**src/rtl/sr_cmd_gen.sv**
```systemverilog
// sr_cmd_gen: debounced set/clear command generator for a downstream SR flop.
// Latency: DEB_CYCLES+2 edges from first input sample to s/r pulse (2 sync + debounce).
// Backpressure: none; requests arriving while busy are ignored, a held input yields one command.
// Optional feature macro: SR_CMD_CONFLICT_EN (adds conflict port; simultaneous set+clear pulses conflict instead of r).
module sr_cmd_gen #(
  parameter int DEB_CYCLES = 4
) (
  input  logic       clk,
  input  logic       rst,
  input  logic       set_in,
  input  logic       clr_in,
  output logic       s,
  output logic       r,
  output logic       busy,
  output logic [7:0] cmd_cnt
`ifdef SR_CMD_CONFLICT_EN
  ,
  output logic       conflict
`endif
);

  typedef enum logic [1:0] {
    IDLE     = 2'd0,
    DEBOUNCE = 2'd1,
    FIRE     = 2'd2,
    RELEASE  = 2'd3
  } state_t;

  // Reload value for the debounce / release counter.
  localparam logic [7:0] DEB_LOAD = 8'(DEB_CYCLES - 1);

  // Synchronizer stages.
  logic set_meta_q, set_sy_q;
  logic clr_meta_q, clr_sy_q;
  logic set_sy, clr_sy;

  // FSM state and registered outputs.
  state_t     state_q, state_d;
  logic [1:0] cand_q, cand_d;
  logic [7:0] deb_cnt_q, deb_cnt_d;
  logic [7:0] cmd_cnt_q, cmd_cnt_d;
  logic       s_q, s_d;
  logic       r_q, r_d;
  logic       busy_q, busy_d;
`ifdef SR_CMD_CONFLICT_EN
  logic       conflict_q, conflict_d;
`endif

  logic [1:0] pat;

  assign set_sy = set_sy_q;
  assign clr_sy = clr_sy_q;
  assign pat    = {set_sy, clr_sy};

  // Next-state logic: debounce the synchronized pattern, fire once, wait for full release.
  always_comb begin
    state_d   = state_q;
    cand_d    = cand_q;
    deb_cnt_d = deb_cnt_q;
    cmd_cnt_d = cmd_cnt_q;
    s_d       = 1'b0;
    r_d       = 1'b0;
`ifdef SR_CMD_CONFLICT_EN
    conflict_d = 1'b0;
`endif
    case (state_q)
      IDLE: begin
        if (pat != 2'b00) begin
          cand_d    = pat;
          deb_cnt_d = DEB_LOAD;
          state_d   = DEBOUNCE;
        end
      end
      DEBOUNCE: begin
        if (pat != cand_q) begin
          // Input changed before it was stable long enough: drop it silently.
          state_d = IDLE;
        end else if (deb_cnt_q == 8'd0) begin
          // Output registers are loaded on the edge entering FIRE.
          state_d = FIRE;
          case (cand_q)
            2'b10: begin
              s_d       = 1'b1;
              cmd_cnt_d = cmd_cnt_q + 8'd1;
            end
            2'b01: begin
              r_d       = 1'b1;
              cmd_cnt_d = cmd_cnt_q + 8'd1;
            end
            2'b11: begin
`ifdef SR_CMD_CONFLICT_EN
              conflict_d = 1'b1;
`else
              // Clear wins when both requests are seen together.
              r_d       = 1'b1;
              cmd_cnt_d = cmd_cnt_q + 8'd1;
`endif
            end
            default: ;
          endcase
        end else begin
          deb_cnt_d = deb_cnt_q - 8'd1;
        end
      end
      FIRE: begin
        state_d   = RELEASE;
        deb_cnt_d = DEB_LOAD;
      end
      RELEASE: begin
        // Both inputs must stay low DEB_CYCLES consecutive cycles; any high restarts.
        if (pat != 2'b00) begin
          deb_cnt_d = DEB_LOAD;
        end else if (deb_cnt_q == 8'd0) begin
          state_d = IDLE;
        end else begin
          deb_cnt_d = deb_cnt_q - 8'd1;
        end
      end
      default: state_d = IDLE;
    endcase
    busy_d = (state_d != IDLE);
  end

  // State, synchronizer and output registers; reset has priority over everything.
  always_ff @(posedge clk) begin
    if (rst) begin
      set_meta_q <= 1'b0;
      set_sy_q   <= 1'b0;
      clr_meta_q <= 1'b0;
      clr_sy_q   <= 1'b0;
      state_q    <= IDLE;
      cand_q     <= 2'b00;
      deb_cnt_q  <= 8'd0;
      cmd_cnt_q  <= 8'd0;
      s_q        <= 1'b0;
      r_q        <= 1'b0;
      busy_q     <= 1'b0;
`ifdef SR_CMD_CONFLICT_EN
      conflict_q <= 1'b0;
`endif
    end else begin
      set_meta_q <= set_in;
      set_sy_q   <= set_meta_q;
      clr_meta_q <= clr_in;
      clr_sy_q   <= clr_meta_q;
      state_q    <= state_d;
      cand_q     <= cand_d;
      deb_cnt_q  <= deb_cnt_d;
      cmd_cnt_q  <= cmd_cnt_d;
      s_q        <= s_d;
      r_q        <= r_d;
      busy_q     <= busy_d;
`ifdef SR_CMD_CONFLICT_EN
      conflict_q <= conflict_d;
`endif
    end
  end

  assign s       = s_q;
  assign r       = r_q;
  assign busy    = busy_q;
  assign cmd_cnt = cmd_cnt_q;
`ifdef SR_CMD_CONFLICT_EN
  assign conflict = conflict_q;
`endif

endmodule
```
**config.mk**
```make
export PLATFORM = sky130hd
export DESIGN_NAME = sr_cmd_gen
export DESIGN_NICKNAME = d
export VERILOG_FILES = /design/src/rtl/sr_cmd_gen.sv
export SDC_FILE = /design/constraint.sdc
export NUM_CORES = 1
export LEC_CHECK = 0
export BUFFER_PORTS_ARGS = -buffer_cell sky130_fd_sc_hd__buf_2
export CORE_ASPECT_RATIO = 0.75
export CORE_UTILIZATION = 60
export CTS_BUF_LIST = sky130_fd_sc_hd__clkbuf_4 sky130_fd_sc_hd__clkbuf_8
export DETAILED_ROUTE_END_ITERATION = 8
export PLACE_DENSITY = 0.86
export SYNTH_ARGS = -nofsm -noshare
export SYNTH_HDL_FRONTEND = slang
export SYNTH_SLANG_ARGS = --single-unit
```
**constraint.sdc**
```tcl
create_clock -name clk -period 3.05 [get_ports clk]
set_clock_uncertainty 0.2 [all_clocks]
set_input_delay 0.61 -clock clk [delete_from_list [all_inputs] [get_ports clk]]
set_output_delay 0.61 -clock clk [all_outputs]
set_load 0.02 [all_outputs]
```
==> results.yml, run 1 <==
status:
  run_status: "complete, but fails checks"
  violations: "DRC"
power:
  p_leak_nw: 0.567
  powerDensity_nw_per_um2: 707
  peakVddDrop_mv: 0.434
timing:
  worst_slew_pin_slew_ns: 0.809
  min_period_over_period_pct: 83.0
  setup_viol: 0
  max_freq_mhz: 395
  max_slew_margin_pct: 45.6
  drv_slew: 0
  post-route-min-period_ns: 2.53
  rsz0062_at_grt: "no"
  setup_tns_ns: 0
  hold_viol: 0
  final.setup.worst_slack_ns: 0.518
yosys:
  yosys_register_bits: 27
  synth_area_leader_cell: "dfxtp_1"
  ys_types: 48
  syn-num-nets: 168
  synth_top_area_share_pct: 38.4
  async_flop_share_pct: 0
  yosysWarnings: 0
  synth_area_um2: 1410
  seq_area_frac_synth_pct: 38.4
  synth_edf_count: 0
  syn-mean-instance-area_um2: 8.69
  synth_cells: 162
  ys.flop_type: "dfxtp_1"
  netlist_top_cells_area: "dfxtp_1 (38%), nor2b_1 (4.9%), nand2_1 (3.5%), mux2_2 (3.2%), nor2_1 (2.9%)"
finish:
  drive_gt1_share_pct: 20.1
  fin_cells: 198
  regArea_um2: 541
  fill_cells: 174
  antenna_cells: 0
  final_nets: 181
  multi_input_area_um2: 821
  syn2layout_area_growth_pct: 7.56
clocking:
  cts_root_buf: "clkbuf_4"
  ctsResizeCount: 0
  cts_tree: "done"
  clock_sinks: 27
  clk_pin_slew_worst_paths_ns: 0.13
  htreeDepth: 1
  cts_setup_buffers: 0
  clockBufferDepth: 2
  clk_latency_ns: 0.33
  cts_made_buffers: 3
  postCtsHoldBufs: 0
flow_run:
  maxCapViolCount: 0
die:
  core_area_um2: 2100
  die_w_um: 57.9
  num_rows: 14
  dieHeight_um: 43.9
  die_area_um2: 2550
  ioPinCount: 15
  start_util_pct: 67.0
grt:
  grt_max_degree: 29
  track_usage_pct: 26.6
  grt_pass1_wl_um: 5130
  grt_pass1_vias: 1173
  antenna_found_initial: 0
  overflow: 0
setup_path:
  critPathArrivalTime_ns: 2.56
  cpPeakStageDelay_ns: 0.55
  critPathKind: "register to register"
  cp_num_buf_inv: 1
  cp_top_family: "simple AND/OR/NAND/NOR gates"
  required_ns: 3.08
  cp_cell_sequence: "inv_1, ha_1, nor3b_1, nand2_1, nor4_1, mux2_2"
  startpoint_type: "register"
  cp_slowest_cell: "nor3b_1"
  end_kind: "register"
  cp_max_fo: 7
routing:
  routed_via_density: 6.46
  detailedRoute.firstPassIterationCount: 6
  route.detailed.drc: 1
  vias: 1279
  wire_per_inst_um: 14.6
  drt_wl_total_um: 2890
  drtIter0Drc: 82
  postRouteAntennaNets: 0
placement:
  gp_congestion: 0.848
  place.port_buffers: 14
  dp.cells: 194
  post-place-ws_ns: 0.568
  hpwl_um: 2040
min_path:
  min_path_type: "register to register"
## path summary, 6_finish.rpt
check | startpoint | to | slack [ns] | depth (start not counted)
setup / recovery | deb_cnt_q[0]$_SDFFE_PP0P_ | cmd_cnt[5]$_SDFFE_PP0P_ | 0.52 | 6
hold / removal | clr_meta_q$_SDFF_PP0_ | clr_sy$_SDFF_PP0_ | 0.26 | 1
setup reg to reg | deb_cnt_q[0]$_SDFFE_PP0P_ | cmd_cnt[5]$_SDFFE_PP0P_ | 0.52 | 6
hold reg to reg | clr_meta_q$_SDFF_PP0_ | clr_sy$_SDFF_PP0_ | 0.26 | 1
## cell usage after synthesis, types with 3 or more instances
cell,number
a21boi_0,3
a21oi_1,8
clkbuf_1,5
dfxtp_1,27
inv_1,4
mux2_2,4
nand2_1,13
nand2b_1,4
nand3_1,5
nand4_1,4
nor2_1,11
nor2b_1,11
nor3_1,3
nor4_1,5
nor4b_1,3
o21ai_0,5
o31ai_1,3
or2_2,3
or4_1,4
## cells in the final DEF, fill, tap and decap left out, drive strengths merged, types with 3 or more instances in the layout
master	netlist	routed
nor2b	11	11
nor3	3	3
nor2	11	11
o21ai	6	6
or2	3	3
nand4	4	4
a21boi	3	3
or4	7	7
nand2	13	13
buf	2	15
o31ai	3	3
nand3	5	5
clkbuf	5	4
a21oi	8	8
nand2b	4	4
dfxtp	27	27
nor4	6	6
mux2	4	4
nor4b	3	3
inv	4	4
## cell type report
class,count,share of cell area (%)
clock buffers,4,1.98
inverters,4,0.992
multi-input cells,124,54.2
flip-flops and latches,27,35.7
well taps,24,1.98
repair buffers,15,5.12
## where the power goes
group | leakage [nW] | internal [W] | switching, W
combinational | 0.329 | 0.000192 | 0.000261
sequential | 0.220 | 0.000395 | 0.0000565
clock | 0.0184 | 0.0000602 | 0.000106
total | 0.567 | 0.000647 | 0.000424
## through the flow
step	power, W	cell area, µm²	hold WS, ns	utilization, %
after global placement	0.000881	1480	0.222	70.6
after floorplan	0.000813	1410	0.214	-
after CTS	0.00107	1510	0.265	72.0
after detailed placement	0.000902	1480	0.241	70.6
final	0.00107	1510	0.261	72.0
after global routing	0.00115	1510	0.273	72.0
## cell families (layout without fill, tap and decap cells)
kind of cell               count (synthesis)  in the layout  synth area share, %
xor gates and xnor gates                   2              2                 1.24
muxes                                      6              6                 4.62
DFF                                       27             27                 38.4
buffers and inverters                     11             23                 3.29
and+or+nand+nor                           80             80                 33.8
AOI/OAI and AO/OA                         34             34                 16.9
adders and majority gates                  2              2                 1.78
## per-layer routing
metal	vias to the layer above	share of wire, %	GRT usage (%)	routed length [µm]
li1	626	-	-	-
met1	599	45	37.0	1300
met2	48	46	40.0	1340
met3	6	7.1	6.57	205
met4	0	1.4	10.0	40
met5	-	0	0	0
## state kept, by name, indices dropped and copies added, names as in the netlist
register / flops
set_sy: 1
clr_meta_q: 1
cand_q: 2
cmd_cnt: 8
clr_sy: 1
s: 1
r: 1
set_meta_q: 1
deb_cnt_q: 8
busy: 1
state_q: 2
(Power assumes the default switching activity.)
==> run 2: changes to the inputs <==
- ABC_AREA: not set -> 1
- clock period: 3.05 -> 2.4 ns (I/O delays scaled with it)
==> results.yml, run 2 <==
setup_path:
  cp_cell_sequence: "inv_1, ha_1, inv_2, nor3_4, nand2_4, nor2_8, nand3_4, clkinv_4, nand2_1, a21oi_1"
  required_ns: 2.48
  cp_slowest_cell: "dfxtp_1"
  cp_max_fo: 10
  critPathKind: "register to register"
  critPathArrivalTime_ns: 1.97
  startpoint_type: "register"
  end_kind: "register"
  cp_top_family: "simple AND/OR/NAND/NOR gates"
  cpPeakStageDelay_ns: 0.34
  cp_num_buf_inv: 3
timing:
  worst_slew_pin_slew_ns: 0.279
  hold_viol: 0
  setup_viol: 0
  setup_tns_ns: 0
  rsz0062_at_grt: "no"
  max_slew_margin_pct: 81.2
  min_period_over_period_pct: 78.7
  final.setup.worst_slack_ns: 0.511
  drv_slew: 0
  holdWs_ns: 0.121
  post-route-min-period_ns: 1.89
  max_freq_mhz: 529
routing:
  drtIter0Drc: 73
  detailedRoute.firstPassIterationCount: 4
  route.detailed.drc: 0
  wire_per_inst_um: 11.8
  postRouteAntennaNets: 0
  vias: 1225
  drt_wl_total_um: 2810
  routed_via_density: 5.17
finish:
  antenna_cells: 0
  layout_common_cells: "nand2_1 (56), inv_1 (28), dfxtp_1 (27)"
  multi_input_area_um2: 674
  syn2layout_area_growth_pct: 8.24
  fin_cells: 237
  final_nets: 220
  fill_cells: 178
  drive_gt1_share_pct: 14.1
  regArea_um2: 541
  final_common_cell: "nand2_1"
  fin_util_pct: 71.5
grt:
  overflow: 0
  antenna_found_initial: 0
  track_usage_pct: 25.3
  grt_pass1_wl_um: 4710
  grt_max_degree: 18
  grt_pass1_vias: 1056
power:
  peakVddDrop_mv: 0.546
  powerDensity_nw_per_um2: 888
  p_leak_nw: 0.733
clocking:
  clk_pin_slew_worst_paths_ns: 0.14
  ctsResizeCount: 0
  clock_sinks: 27
  htreeDepth: 1
  cts_setup_buffers: 0
  clk_latency_ns: 0.34
  clockBufferDepth: 2
  postCtsHoldBufs: 0
  cts_made_buffers: 3
  cts_tree: "done"
  cts_root_buf: "clkbuf_4"
yosys:
  yosys_register_bits: 27
  yosysWarnings: 0
  synth_area_um2: 1370
  synth_area_leader_cell: "dfxtp_1"
  seq_area_frac_synth_pct: 39.6
  synth_edf_count: 0
  ys_types: 22
  netlist_top_cells_area: "dfxtp_1 (40%), nand2_1 (15%), inv_1 (7.7%), nor2_1 (6.6%), nand3_1 (4.4%)"
  synth_most_common_cell: "nand2_1"
  synth_top_area_share_pct: 39.6
  async_flop_share_pct: 0
  synth_cells: 196
  ys.flop_type: "dfxtp_1"
  syn-num-nets: 202
  synth_common_cells: "nand2_1 (56), inv_1 (28), dfxtp_1 (27), nor2_1 (24), nand3_1 (12)"
  syn-mean-instance-area_um2: 6.97
min_path:
  min_path_type: "primary input to register"
flow_run:
  maxCapViolCount: 0
placement:
  place.port_buffers: 14
  post-place-ws_ns: 0.554
  dp.cells: 233
  gp_congestion: 0.891
  hpwl_um: 2170
status:
  run_status: "completed"
die:
  start_util_pct: 66.1
  ioPinCount: 15
  core_area_um2: 2070
  die_area_um2: 2470
  dieHeight_um: 43.3
  die_w_um: 57.1
  num_rows: 14
-- run 2: cell types whose count changed in the layout (fill, tap and decap cells not counted), sizes merged, moves of 4 or more --
cell / delta
nand2: +44
inv: +28
nor2: +16
nor2b: -11
nand3: +8
or4: -7
nor4: -6
mux2: -4
nand2b: -4
-- run 2: through the flow --
step	cell area, µm²	total power (W)
3_3_place_gp	1450	0.00108
3_5_place_dp	1450	0.00111
2_1_floorplan	1370	0.00100
4_1_cts	1480	0.00131
5_1_grt	1480	0.00141
6_report	1480	0.00131
-- run 2: worst reg2reg max path: stages, from the launching register on --
cell and delay (ns):
dfxtp_1 0.34, inv_1 0.09, ha_1 0.22, inv_2 0.07, nor3_4 0.19, nand2_4 0.15
nor2_8 0.12, nand3_4 0.13, clkinv_4 0.11, nand2_1 0.05, a21oi_1 0.15
-- run 2: layout make-up --
type	count	area share (%)
Multi-Input combinational cell	134	45.6
Sequential cell	27	36.5
Inverter	33	8.71
Timing Repair Buffer	15	5.25
Tap cell	24	2.03
Clock buffer	3	1.52
Clock inverter	1	0.338
-- run 2: cell families after synthesis --
kind of cell / count (synthesis) / share of synthesized area (%)
simple gates: 107 / 35.9
buf+inv: 35 / 11.1
flops: 27 / 39.6
compound gates: 17 / 6.41
xor+xnor: 7 / 4.49
fa+ha+maj: 3 / 2.56
-- run 2: report_power, final --
part	total, W	internal, W	switching, W
Combinational	0.000563	0.000178	0.000385
Sequential	0.000548	0.000504	0.0000443
Clock	0.000202	0.0000630	0.000139
Total	0.00131	0.000745	0.000568
-- run 2: worst paths after layout --
kind,to,slack (ns),from,cells after the start
worst min-delay path,clr_meta_q$_SDFF_PP0_,0.12,clr_in,3
worst min register to register,set_sy$_SDFF_PP0_,0.22,set_meta_q$_SDFF_PP0_,2
worst max-delay path,cmd_cnt[7]$_SDFFE_PP0P_,0.51,deb_cnt_q[0]$_SDFFE_PP0P_,10
worst max register to register,cmd_cnt[7]$_SDFFE_PP0P_,0.51,deb_cnt_q[0]$_SDFFE_PP0P_,10
-- run 2: layer usage --
| layer | up-vias | GRT usage (%) | share of wire, % |
|---|---|---|---|
| met1 | 535 | 33.6 | 47 |
| met4 | 0 | 7.80 | 1.6 |
| met3 | 6 | 7.32 | 6.9 |
| met5 | - | 0 | 0 |
| met2 | 43 | 40.2 | 45 |
| li1 | 641 | - | - |
